===== src/rtl/ifetch_seq_if.sv =====
// Instruction-memory read channel: req/addr from the fetch stage, ready/rdata back from memory.
interface ifetch_seq_if;
    logic        imem_req;
    logic [31:0] imem_addr;
    logic        imem_ready;
    logic [31:0] imem_rdata;

    modport master (output imem_req, imem_addr, input imem_ready, imem_rdata);
    modport slave  (input imem_req, imem_addr, output imem_ready, imem_rdata);
endinterface


===== src/rtl/ifetch_seq.sv =====
// Instruction-fetch stage: holds the PC, reads one word per instruction over a wait-state
// tolerant handshake, and picks the next PC from jr / j / jal / branch controls on advance.
module ifetch_seq #(
    parameter logic [31:0] RESET_PC = 32'h0000_0000
) (
    input  logic          clock,
    input  logic          rst_n,
    ifetch_seq_if.master  imem,
    output logic [31:0]   Instruction,
    output logic          inst_valid,
    output logic [31:0]   PC_plus_4,
    output logic [31:0]   pc_out,
    input  logic          advance,
    input  logic          Branch,
    input  logic          nBranch,
    input  logic          Jmp,
    input  logic          Jal,
    input  logic          Jr,
    input  logic          Zero,
    input  logic [31:0]   Addr_Result,
    input  logic [31:0]   Read_data_1,
    output logic [31:0]   link_addr,
    output logic          addr_err
);

    typedef enum logic [1:0] {
        IDLE  = 2'd0,
        FETCH = 2'd1,
        HOLD  = 2'd2
    } state_t;

    state_t      state_q;
    state_t      state_d;
    logic        fetch_done;
    logic        commit;
    logic        taken;
    logic [31:0] next_pc;
    logic        unused_addr_hi;

    // Addr_Result is a word address; its top two bits fall off when converted to bytes.
    assign unused_addr_hi = ^Addr_Result[31:30];

    assign PC_plus_4      = pc_out + 32'd4;
    assign imem.imem_addr = pc_out;
    // Decoded from the registered state so an async reset drops the request at once.
    assign imem.imem_req  = (state_q == FETCH);

    assign fetch_done = (state_q == FETCH) && imem.imem_ready;
    assign commit     = (state_q == HOLD) && advance;
    assign taken      = (Branch && Zero) || (nBranch && !Zero);

    always_ff @(posedge clock or negedge rst_n) begin
        if (!rst_n) begin
            state_q <= IDLE;
        end else begin
            state_q <= state_d;
        end
    end

    always_comb begin
        // NOTE: every signal assigned here gets a default first, so no path can infer a latch.
        state_d = state_q;
        unique case (state_q)
            IDLE:    state_d = FETCH;
            FETCH:   if (imem.imem_ready) state_d = HOLD;
            HOLD:    if (advance) state_d = FETCH;
            default: state_d = IDLE;
        endcase
    end

    always_comb begin
        next_pc = PC_plus_4;
        if (Jr) begin
            next_pc = {Read_data_1[31:2], 2'b00};
        end else if (Jmp || Jal) begin
            next_pc = {PC_plus_4[31:28], Instruction[25:0], 2'b00};
        end else if (taken) begin
            next_pc = {Addr_Result[29:0], 2'b00};
        end
    end

    always_ff @(posedge clock or negedge rst_n) begin
        if (!rst_n) begin
            pc_out      <= RESET_PC;
            Instruction <= 32'd0;
            inst_valid  <= 1'b0;
            link_addr   <= 32'd0;
            addr_err    <= 1'b0;
        end else begin
            // NOTE: non-blocking assignments so every register samples pre-edge values.
            addr_err <= commit && Jr && (Read_data_1[1:0] != 2'b00);
            if (fetch_done) begin
                Instruction <= imem.imem_rdata;
                inst_valid  <= 1'b1;
            end
            if (commit) begin
                pc_out     <= next_pc;
                inst_valid <= 1'b0;
                if (Jal) begin
                    link_addr <= PC_plus_4;
                end
            end
        end
    end

endmodule


===== src/flat_wrapper.sv =====
// flat-port wrapper written by rule: the top's interface ports become plain ports
module ifetch_seq_flat 
#(
    parameter logic [31:0] RESET_PC = 32'h0000_0000
)
  (clock, rst_n, Instruction, inst_valid, PC_plus_4, pc_out, advance, Branch, nBranch, Jmp, Jal, Jr, Zero, Addr_Result, Read_data_1, link_addr, addr_err, imem_imem_req, imem_imem_addr, imem_imem_ready, imem_imem_rdata);
  ifetch_seq_if imem_i ();
  input  logic clock;
  input  logic rst_n;
  output logic [31:0] Instruction;
  output logic inst_valid;
  output logic [31:0] PC_plus_4;
  output logic [31:0] pc_out;
  input  logic advance;
  input  logic Branch;
  input  logic nBranch;
  input  logic Jmp;
  input  logic Jal;
  input  logic Jr;
  input  logic Zero;
  input  logic [31:0] Addr_Result;
  input  logic [31:0] Read_data_1;
  output logic [31:0] link_addr;
  output logic addr_err;
  output wire logic [$bits(imem_i.imem_req)-1:0] imem_imem_req;
  output wire logic [$bits(imem_i.imem_addr)-1:0] imem_imem_addr;
  input wire logic [$bits(imem_i.imem_ready)-1:0] imem_imem_ready;
  input wire logic [$bits(imem_i.imem_rdata)-1:0] imem_imem_rdata;
  assign imem_imem_req = imem_i.imem_req;
  assign imem_imem_addr = imem_i.imem_addr;
  assign imem_i.imem_ready = imem_imem_ready;
  assign imem_i.imem_rdata = imem_imem_rdata;
  ifetch_seq #(.RESET_PC(RESET_PC)) u_core (.clock(clock), .rst_n(rst_n), .imem(imem_i), .Instruction(Instruction), .inst_valid(inst_valid), .PC_plus_4(PC_plus_4), .pc_out(pc_out), .advance(advance), .Branch(Branch), .nBranch(nBranch), .Jmp(Jmp), .Jal(Jal), .Jr(Jr), .Zero(Zero), .Addr_Result(Addr_Result), .Read_data_1(Read_data_1), .link_addr(link_addr), .addr_err(addr_err));
endmodule

===== config.mk =====
export PLATFORM = sky130hd
export DESIGN_NAME = ifetch_seq_flat
export DESIGN_NICKNAME = d
export VERILOG_FILES = /design/src/rtl/ifetch_seq_if.sv /design/src/rtl/ifetch_seq.sv /design/src/flat_wrapper.sv
export SDC_FILE = /design/constraint.sdc
export NUM_CORES = 1
export LEC_CHECK = 0
export BUFFER_PORTS_ARGS = -buffer_cell sky130_fd_sc_hd__buf_2
export CELL_PAD_IN_SITES_DETAIL_PLACEMENT = 1
export CELL_PAD_IN_SITES_GLOBAL_PLACEMENT = 1
export CORE_UTILIZATION = 30
export DETAILED_ROUTE_END_ITERATION = 8
export GPL_TIMING_DRIVEN = 0
export PLACE_DENSITY_LB_ADDON = 0.1
export REMOVE_ABC_BUFFERS = 1
export SLEW_MARGIN = 20
export SYNTH_ARGS = -nofsm -noshare
export SYNTH_HDL_FRONTEND = slang
export SYNTH_SLANG_ARGS = --single-unit
export TNS_END_PERCENT = 100

===== constraint.sdc =====
create_clock -name clock -period 2.55 [get_ports clock]
set_input_delay 0.6375 -clock clock [delete_from_list [all_inputs] [get_ports clock]]
set_output_delay 0.6375 -clock clock [all_outputs]
set_load 0.05 [all_outputs]

Word level (Yosys, flattened, before mapping)
Cells that the tools add are included.
{ "op_classes": {"add_sub_neg": 1, "reduce_logical": 14, "mux": 8, "eq_ne": 4} }
{ "ops": {"columns": ["operator", "n"], "rows": [
  ["$mux 32", 3],
  ["$add 32x3->32 const B", 1],
  ["$logic_and 1x1->1", 6],
  ["$pmux 2 s3", 1],
  ["$mux 2", 2],
  ["$reduce_and 2->1", 2],
  ["$reduce_bool 2->1", 2],
  ["$eq 2x1->1 const B", 1],
  ["$eq 2x2->1 const B", 1],
  ["$logic_not 2->1", 1],
  ["$logic_or 1x1->1", 2],
  ["$mux 1", 2],
  ["$ne 2x1->1 const B", 1],
  ["$ne 2x2->1 const B", 1],
  ["$logic_not 1->1", 1]
]} }
{ "word_totals": {"ff_bits": 100, "output_inout_bits": 163, "wordCells": 33, "input_bits": 106} }

Depth between registers and ports, before layout
{ "logic_depth": {"word_depth": 6, "mapped_depth": 7} }

Worst setup path before layout
OpenSTA, ideal clock, no wires.
{ "synth_path": {"kind": "reg-to-output", "startpoint": "reg u_core.pc_out[4] (netlist: u_core.imem.imem_addr[4])", "endpoint": "out PC_plus_4[21]", "arrival_time_ns": 2.794, "stages_incl_launch_ff": 6, "path_buffers": 1, "slack_ns": -0.881, "required_ns": 1.913, "cell_sequence": "dfrtp_1 > buf_4 > nand3_1 > or2_1 > or4_4 > xnor2_1"} }
{ "synth_via": {"elab_chain_len": 1} }
{ "synth_lines": {"columns": ["item", "line", "text"], "rows": [
  ["from (decl)", "ifetch_seq.sv:12", "output logic [31:0] pc_out,"],
  ["from (signal assigned)", "ifetch_seq.sv:97", "pc_out <= next_pc;"],
  ["$add 32x3->32", "ifetch_seq.sv:43", "assign PC_plus_4 = pc_out + 32'd4;"],
  ["to (decl)", "flat_wrapper.sv:12", "output logic [31:0] PC_plus_4;"]
]} }
No other way between the ends.

Worst setup path after layout
{ "layout_path": {"startpoint": "reg u_core.pc_out[8] (netlist: u_core.imem.imem_addr[8])", "endpoint": "out PC_plus_4[21]"} }
Same word-level chain as after synthesis.

==> flow_summary_export.csv <==
group,metric,value,unit
outcome,run_status,"finished with violations",
outcome,violations,"negative setup slack",
placement,routabilityCongestion,0.744,
yosys,ys_ff_latch,96,
timing,fin_ws,-0.320,ns
global_route,first_global_vias,5645,
placement,dpl.cell_count,963,
worst_setup_path,worstPathRequired,1.91,ns
yosys,ys_async_sr_fraction,100,%
layout,drive_above_1_share,61.6,%
detailed_routing,vias_per_cell,5.11,
worst_setup_path,cp_cell_sequence,"nand4_1 > buf_6 > or3_4 > or4_4 > xnor2_4 > buf_6",
worst_setup_path,critPathKind,"reg -> out",
cts,cts_buffers,9,
pwr,ir_worst_vdd,921,uV
detailed_routing,dr_total_vias,5373,
worst_setup_path,r2r_slack,0.36,ns
worst_setup_path,r2r-start,"u_core.imem.imem_addr[8]",
yosys,netlist_area,0.00543,mm^2
worst_setup_path,r2r_end,"u_core.imem.imem_addr[31]",
global_route,grt_use_total,22.9,%
timing,tns,-3.40,ns
die,top_level_ports,269,
worst_setup_path,cp_max_fo,6,
worst_setup_path,cp_top_family,"simple AND/OR/NAND/NOR gates",
timing,fin_crit,2.87,ns
timing,finalClockSkew,0.0118,ns
timing,relSlewSlack,37.5,%
detailed_routing,drt_iter0_markers,172,
yosys,synth.avg_cell_area,10.1,um^2
timing,whs,0.189,ns
die,core_area,0.0175,mm^2
global_route,grt_antenna_before_repair,2,
worst_setup_path,critical_path_buf_inv_count,2,
detailed_routing,ant_nets,0,
detailed_routing,wire_per_inst,20.2,um
cts,cts.sinks,96,
worst_setup_path,cp_slowest_cell,"or4_4",
timing,fmax,348,MHz
worst_setup_path,cp-end-kind,"output port",
yosys,netlist_instances,537,
cts,htree_levels,3,
global_route,grt_pass1_wl,31.8,mm
global_route,grt-ovfl-total,0,
layout,final_common_cell,"buf_2",
worst_setup_path,arrival,2.23,ns
cts,cts_tree,"built",
cts,clk_latency,0.36,ns
detailed_routing,dr.pass1.iters,6,
timing,worst_pin_slew,0.937,ns
worst_setup_path,cp-start-kind,"flop",
yosys,synth-edff-count,0,
yosys,synth_ff_type,"dfrtp_1",
cts,ctsLongestPathBuffers,2,
detailed_routing,wl,21.2,mm
timing,post-route-period-util,113,%
timing,finalSetupViolations,20,
worst_setup_path,critPathMaxStageDelay,0.49,ns
die,start_util,31.1,%
pwr,power.leakage,0.00389,uW
cts,path_clk_slew,0.07,ns
layout,n_fill_cell,1988,
flow_run,maxCapViolCount,0,
layout,mostFrequentLayoutCells,"buf_2, dfrtp_1, buf_4",
cts,cts_root_buf,"clkbuf_16",
detailed_routing,drc,0,
timing,grt_setup_unrepaired,"true",
die,fp.dieW,137,um
yosys,synth_warnings,0,
layout,nNetsFinal,928,
layout,stdcell_count,1052,
placement,portBuffers,258,
worst_hold_path,hold_class,"in -> async",
timing,hold_viol_final,0,
placement,dp_slack,-0.842,ns
yosys,seq_area_frac_synth,44.2,%
worst_setup_path,critPathMostFrequentCell,"buf_6",
die,num_rows,48,
die,die_h,137,um
worst_setup_path,reg2regPathDepth,11,
die,dieArea,0.0186,mm^2
placement,dp_hpwl,14.5,mm
pwr,power.density,1580,mW/mm^2
layout,area_delta_synth_final,52.5,%
global_route,grt_max_degree,56,
yosys,synth_cell_types,56,
timing,report.final.slew_viol_count,0,
-- cells in the mapped netlist (3+ instances only) --
cell      count  area share (%)
dfrtp_1      96              44
o22ai_1       3            0.35
a31o_2        5            0.81
o21ai_0      28             2.6
a211oi_1      6            0.83
o31ai_1       6            0.83
nand3_1      20             1.8
xor2_1       13             2.1
nor4_1        9             1.0
nor3_1        9            0.83
nand3b_1      3            0.41
buf_4        39             5.4
nand2_1      50             3.5
or4_4         3            0.62
mux2_2       60              12
nand2b_1      7            0.81
a31oi_1       6            0.69
or3_1         8            0.92
and2_1        3            0.35
inv_1         9            0.62
xnor2_1      12             1.9
clkbuf_1     27             1.9
a32o_1        5            0.92
a221oi_1     12             1.9
nor3b_1       3            0.41
mux2i_1       5            0.92
a21oi_1      13             1.2
nand4_1       7            0.81
nor2_1       28             1.9
a222oi_1      4            0.74
-- kinds of logic after synthesis --
logic type	count (synthesis)	share of synthesized area (%)
compound gates	104	13.6
mux	66	13.6
simple gates	163	15.4
fa+ha+maj	1	0.230
buf+inv	79	8.20
other cells	1	0.0691
xor+xnor	27	4.63
flops	96	44.2
-- how the worst max path moves through the flow --
| stage | from | endpoint | slack (ns) | cells after the start |
|---|---|---|---|---|
| after floorplan | u_core.imem.imem_addr[7] | PC_plus_4[21] | -1.48 | 4 |
| after global placement | advance | u_core.link_addr[21] | -1.98 | 5 |
| after detailed placement | u_core.imem.imem_addr[5] | PC_plus_4[21] | -0.84 | 5 |
| after CTS | u_core.imem.imem_addr[8] | PC_plus_4[21] | -0.33 | 6 |
| after global routing | u_core.imem.imem_addr[8] | PC_plus_4[21] | -0.37 | 6 |
| final | u_core.imem.imem_addr[8] | PC_plus_4[21] | -0.32 | 6 |
-- report_power, final --
part | total, uW | switching, uW | internal, uW | leakage, uW
Sequential | 2880 | 608 | 2270 | 0.00112
Clock | 1360 | 689 | 674 | 0.000133
Combinational | 8850 | 6280 | 2570 | 0.00264
-- state kept, by name, indices dropped and copies added (netlist names) --
name and count:
u_core.Instruction 32, u_core.imem.imem_addr 30, u_core.link_addr 30, u_core.state_q 2, u_core.addr_err 1, u_core.inst_valid 1
-- layout make-up --
cell class	instances	area [um^2]	area share, %
Antenna cell	1	2.50	0.0302
Clock inverter	7	55.1	0.665
Sequential cell	96	2430	29.4
Tap cell	225	282	3.40
Timing Repair inverter	1	7.51	0.0906
Timing Repair Buffer	335	2140	25.8
Multi-Input combinational cell	369	3100	37.4
Inverter	9	37.5	0.453
Clock buffer	9	225	2.72
-- metal layers --
layer | vias up | wire [um] | GRT usage (%)
met3 | 23 | 1060 | 3.59
met2 | 184 | 10800 | 39.7
li1 | 2477 | - | -
met5 | - | 14 | 0
met1 | 2687 | 9000 | 28.5
met4 | 2 | 397 | 8.21
-- per-stage QoR --
stage | instance area (um^2) | power, uW | utilization (%)
finish | 8280 | 13100 | 47.4
global route | 8280 | 13700 | 47.4
CTS | 7920 | 12900 | 45.3
detailed placement | 6770 | 10600 | 38.7
global placement | 6620 | 10400 | 37.9
floorplan | 5040 | 8560 | -
-- timing repair --
item,in CTS,in global routing
gates resized for setup,114,44
pin swaps,28,28
cloned,0,1
endpoints found under the setup margin,53,30
hold buffers,0,0
hold endpoints to repair,0,0
buffers inserted,55,16
Note: power is estimated with default switching activity, not from simulation.
